$ cat config.mk
export PLATFORM = sky130hd
export DESIGN_NAME = switch_allocator
export DESIGN_NICKNAME = d
export VERILOG_FILES = /design/src/rtl/switch_allocator.sv
export SDC_FILE = /design/constraint.sdc
export NUM_CORES = 1
export LEC_CHECK = 0
export ABC_AREA = 0
export CELL_PAD_IN_SITES_DETAIL_PLACEMENT = 2
export CELL_PAD_IN_SITES_GLOBAL_PLACEMENT = 2
export CORE_ASPECT_RATIO = 1.5
export CORE_MARGIN = 4
export CORE_UTILIZATION = 27
export DETAILED_ROUTE_END_ITERATION = 10
export HOLD_SLACK_MARGIN = 0.12
export PLACE_DENSITY = 0.67
export SYNTH_ARGS = -nofsm -noshare
export SYNTH_HDL_FRONTEND = slang
export SYNTH_SLANG_ARGS = --single-unit
$ cat constraint.sdc
create_clock -name clk_i -period 9.6 [get_ports clk_i]
set_clock_uncertainty 0.2 [all_clocks]
set_input_delay 1.92 -clock clk_i [delete_from_list [all_inputs] [get_ports clk_i]]
set_output_delay 1.92 -clock clk_i [all_outputs]
set_load 0.03 [all_outputs]
$ cat src/rtl/switch_allocator.sv
// switch_allocator: per-output round-robin wormhole allocator driving crossbar selects; SA_WATCHDOG_EN adds stalled-lock watchdog err_o
module switch_allocator #(
  parameter int INPUT_NUM = 5,
  parameter int OUTPUT_NUM = 5,
`ifdef SA_WATCHDOG_EN
  parameter int WDOG_CYCLES = 64,
`endif
  localparam int SEL_SIZE = ($clog2(INPUT_NUM) > 1) ? $clog2(INPUT_NUM) : 1,
  localparam int OSEL_SIZE = ($clog2(OUTPUT_NUM) > 1) ? $clog2(OUTPUT_NUM) : 1
) (
  input  logic                             clk_i,
  input  logic                             rst_ni,
  input  logic [INPUT_NUM-1:0]             req_valid_i,
  input  logic [INPUT_NUM*OSEL_SIZE-1:0]   req_port_i,
  input  logic [INPUT_NUM-1:0]             req_tail_i,
  input  logic [OUTPUT_NUM-1:0]            out_ready_i,
  output logic [OUTPUT_NUM*SEL_SIZE-1:0]   sel_o,
  output logic [OUTPUT_NUM-1:0]            out_valid_o,
  output logic [INPUT_NUM-1:0]             grant_o
`ifdef SA_WATCHDOG_EN
  ,
  output logic [OUTPUT_NUM-1:0]            err_o
`endif
);
  typedef enum logic {IDLE, LOCKED} state_t;
  state_t              r_state [OUTPUT_NUM];
  logic [SEL_SIZE-1:0] r_owner [OUTPUT_NUM];
  logic [SEL_SIZE-1:0] r_ptr   [OUTPUT_NUM];
  logic [SEL_SIZE-1:0] w_win   [OUTPUT_NUM];
  logic [INPUT_NUM-1:0] w_req  [OUTPUT_NUM];
  logic [OUTPUT_NUM-1:0] w_xfer, w_tail;
  // pick the owner (locked) or the first requester from ptr (idle); scanning backwards lets the earliest match win
  always_comb begin
    sel_o = '0;
    out_valid_o = '0;
    grant_o = '0;
    w_xfer = '0;
    w_tail = '0;
    for (int j = 0; j < OUTPUT_NUM; j++) begin
      w_win[j] = '0;
      w_req[j] = '0;
      for (int i = 0; i < INPUT_NUM; i++)
        w_req[j][i] = req_valid_i[i] && (req_port_i[i*OSEL_SIZE +: OSEL_SIZE] == OSEL_SIZE'(j));
      if (r_state[j] == LOCKED) begin
        w_win[j] = r_owner[j];
        out_valid_o[j] = w_req[j][r_owner[j]];
      end else begin
        for (int k = INPUT_NUM - 1; k >= 0; k--)
          if (w_req[j][(int'(r_ptr[j]) + k) % INPUT_NUM]) begin
            w_win[j] = SEL_SIZE'((int'(r_ptr[j]) + k) % INPUT_NUM);
            out_valid_o[j] = 1'b1;
          end
      end
      sel_o[j*SEL_SIZE +: SEL_SIZE] = w_win[j];
      w_xfer[j] = out_valid_o[j] && out_ready_i[j];
      w_tail[j] = req_tail_i[w_win[j]];
      if (w_xfer[j]) grant_o[w_win[j]] = 1'b1;
    end
  end
  // lock on a head transfer, release and advance the pointer past the sender on a tail transfer
  always_ff @(posedge clk_i) begin
    if (!rst_ni) begin
      for (int j = 0; j < OUTPUT_NUM; j++) begin
        r_state[j] <= IDLE;
        r_owner[j] <= '0;
        r_ptr[j] <= '0;
      end
    end else begin
      for (int j = 0; j < OUTPUT_NUM; j++)
        if (w_xfer[j]) begin
          r_state[j] <= w_tail[j] ? IDLE : LOCKED;
          r_owner[j] <= w_win[j];
          if (w_tail[j]) r_ptr[j] <= (w_win[j] == SEL_SIZE'(INPUT_NUM - 1)) ? '0 : w_win[j] + 1'b1;
        end
    end
  end
`ifdef SA_WATCHDOG_EN
  localparam int WCW = $clog2(WDOG_CYCLES + 1);
  logic [WCW-1:0] r_wcnt [OUTPUT_NUM];
  logic [OUTPUT_NUM-1:0] r_err;
  assign err_o = r_err;
  // count consecutive stalled locked cycles per output; the error flag is sticky until reset
  always_ff @(posedge clk_i) begin
    if (!rst_ni) begin
      r_err <= '0;
      for (int j = 0; j < OUTPUT_NUM; j++) r_wcnt[j] <= '0;
    end else begin
      for (int j = 0; j < OUTPUT_NUM; j++)
        if (r_state[j] == LOCKED && !w_xfer[j]) begin
          if (r_wcnt[j] != WCW'(WDOG_CYCLES)) r_wcnt[j] <= r_wcnt[j] + 1'b1;
          if (r_wcnt[j] >= WCW'(WDOG_CYCLES - 1)) r_err[j] <= 1'b1;
        end else r_wcnt[j] <= '0;
    end
  end
`endif
endmodule
==> key figures <==
Status
  – Status: complete, no violations

Placement
  – Dpl cells: 2087
  – RD Place Congestion: 0.842
  – DP Worst Slack: 0.882 ns
  – Placed cell areas: ~12000 sq um
  – Detailed Place HPWL: 37.8 mm
  – I/O Buffers: 56

STA
  – Setup violators final: 0
  – Setup TNS: 0 ns
  – Fin crit period: 8.90 ns
  – Slew Viols, Final: 0
  – Tcrit/Tclk final: 0.927
  – Actual slew at the worst max-slew pin: approximately 1.1 ns
  – PnR worst setup slack: 0.698 ns
  – Unrepaired setup endpoints after global routing: false
  – Final hold viol count: 0
  – Fmax: 0.112 GHz
  – Slew HR: 0.227

Worst setup path
  – Worst Path Buf+Inv: 7
  – CP required: about 7.5 ns
  – Critical Path Sink Type: output port
  – Crit-path slowest cell: clkdlybuf4s50_1
  – Most frequent CP cell: inv_1
  – Kind of critical path: flip-flop to output port
  – CP delay by family, top: compound AO/OA/AOI/OAI gates
  – CP max stage delay: 0.72 ns
  – Crit Path Max Fanout: 10
  – Worst path arrival time: 6.78 ns
  – Startpoint Class: flip-flop
  – Worst-path cell chain: buf_4, inv_1, ha_1, inv_1, ha_1, inv_1, ha_1, nor3_1, o21ai_0, and2_1, inv_1, ha_1, nor2b_1, nor3_1, a211oi_2, a21oi_1, a211oi_1, nand2_1, a32o_1, a31oi_2, inv_1, o221ai_1, clkdlybuf4s50_1

Synth
  – Syn. warnings: 0
  – Syn avg cell area: 7.43 sq um
  – Synthesized Nets: 1657
  – Post-synthesis cell type count: approximately 120
  – Post-synth EDFFs: 35
  – Synth Flop Type: edfxtp_1
  – Ys async rst share: 0
  – Register area share after synthesis: 0.0939
  – Top cells by area, synth: ha_1 (13%), edfxtp_1 (9.4%), nand2_1 (4.8%)
  – Yosys reg bits: 35
  – Post-synth top area cell: ha_1
  – Synth Instances: 1506
  – Synth top area share: 0.132
  – Mapped Area: 11200 sq um

GRT
  – Pin count of the biggest net entering global routing: 32
  – Vias in the first global route: 13354
  – Initial antenna violation count: 0
  – First-pass GRT wire length: about 74 mm
  – GRT Residual Overflow: 0
  – GRT Resource Usage Total: 0.201

Detailed routing
  – Via Count: 12208
  – Wire per inst: 22.2 microns
  – Drt via density: 5.83
  – Final WL: approximately 47 mm
  – Initial DRC count: 543
  – Remaining DRCs: 0
  – ANT nets after route: 0
  – DR pass1 iterations: 5

Floorplanning
  – Rows: 91
  – Chip width: 174 microns
  – Top-level port count: 57
  – Die Y-Extent: 257 microns
  – Initial Utilization: 0.272
  – Total core area: 41100 sq um
  – Die area: 44800 sq um

Clocking
  – Clock sinks: 35
  – Hold_buf cts: 0
  – Gates resized, CTS repair: 0
  – Clock-pin transition on the worst setup and hold timing paths: 0.06 ns
  – CTS buffer count: 5
  – Worst-Skew Late Latency: 0.29 ns
  – CTS tree: built
  – Setup Buffers After CTS: 0
  – Clock Tree Buf Depth: 2
  – CTS Root Cell: clkbuf_16
  – H-tree depth: 2

Finish
  – N_diodes: 0
  – NumNets Final: 1687
  – Final non-filler cell total: 2095
  – Design Area, Final: 12600 sq um
  – Area Growth Syn to Fin: 12.5%
  – Layout cells sized above 1: 0.0963

Flow run
  – Max cap viols: 0

Worst hold path
  – Worst hold path class: flip-flop to flip-flop
-- worst paths after layout --
path / startpoint / to / slack, ns / cells after the start
setup reg to reg: r_ptr[0][10] / r_ptr[0][13] / 2.06 / 26
setup / recovery: r_ptr[0][10] / grant_o[1] / 0.70 / 23
hold reg to reg: r_owner[0][11] / r_owner[0][11] / 0.67 / 3
hold / removal: r_owner[0][11] / r_owner[0][11] / 0.67 / 3
-- logic make-up after synthesis --
kind of cell | after synthesis | share of synthesized area
AO/OA/AOI/OAI | 496 | 0.318
XOR/XNOR | 38 | 0.0324
AND/OR/NAND/NOR | 587 | 0.284
adder cells (fa/ha/maj) | 119 | 0.134
flip-flops | 35 | 0.0939
buffers and inverters | 157 | 0.0569
multiplexers | 74 | 0.0811
-- worst register-to-register path, cell delays in order, from the launching register on --
cell       delay (ns)
edfxtp_1         0.38
buf_4            0.20
inv_1            0.28
ha_1             0.35
inv_1            0.09
ha_1             0.38
inv_1            0.12
ha_1             0.24
nor3_1           0.31
o21ai_0          0.17
and2_1           0.23
inv_1            0.10
ha_1             0.18
nor2b_1          0.18
nor3_1           0.09
a211oi_2         0.50
mux2_2           0.41
a22o_1           0.24
a311oi_1         0.30
o221a_2          0.37
inv_2            0.11
mux2i_1          0.18
mux2i_1          0.12
nand3_1          0.17
o211ai_2         0.14
a2111oi_4        1.00
nor2_1           0.19
-- state kept, by name, indices dropped and copies added (netlist names) --
register and count:
r_owner 15, r_state 5, r_ptr 15
-- stage by stage --
stage                util  hold WS, ns
finish              0.306        0.674
CTS                 0.306        0.680
global placement    0.302        0.626
global route        0.306        0.734
detailed placement  0.302        0.669
floorplan               -        0.550
-- layout make-up --
type / count / area (sq um)
sequential: 35 / 1050
clock inverter: 3 / 47.5
multi-input combinational: 1314 / 9530
clock buffer: 5 / 125
fill: 4895 / 28500
inverter: 92 / 345
tap: 558 / 698
timing repair buffer: 88 / 801
-- placed cells by master, fill, tap and decap left out, types with 34 or more instances in the layout --
cell | synthesis | final
mux2i_1 | 49 | 49
inv_1 | 80 | 80
o211ai_1 | 34 | 34
nand3_1 | 53 | 53
clkdlybuf4s50_1 | 0 | 56
o21ai_0 | 92 | 91
nor3_1 | 48 | 48
a21oi_1 | 102 | 102
nor2_1 | 119 | 119
ha_1 | 118 | 118
nand2_1 | 142 | 142
edfxtp_1 | 35 | 35
-- layer usage --
layer,up-vias,track usage,share of wire
met5,-,0,0
met4,0,0.0729,0.042
met3,82,0.0207,0.029
met2,206,0.383,0.52
met1,6133,0.228,0.41
li1,5787,-,-
-- synthesized netlist by cell type (11+ instances only) --
cell type,n
or3_1,15
xnor2_1,30
inv_1,80
mux4_2,12
o211ai_1,34
nor2b_1,21
edfxtp_1,35
o21a_1,15
and2_1,20
o31ai_1,13
clkbuf_1,42
nor2_1,119
and3_1,12
nand2b_1,29
buf_2,17
nor4_1,13
nand4b_1,13
a21oi_1,102
a211oi_1,17
a21o_1,13
nand3_1,53
o21ai_0,92
mux2_2,12
ha_1,118
a31oi_1,28
nand2_1,142
or2_2,11
o22ai_1,15
mux2i_1,49
nor3_1,48
nand4_1,11
Power is not shown: default switching activity piles up to over one toggle a cycle in this logic, so the estimate is an artifact.
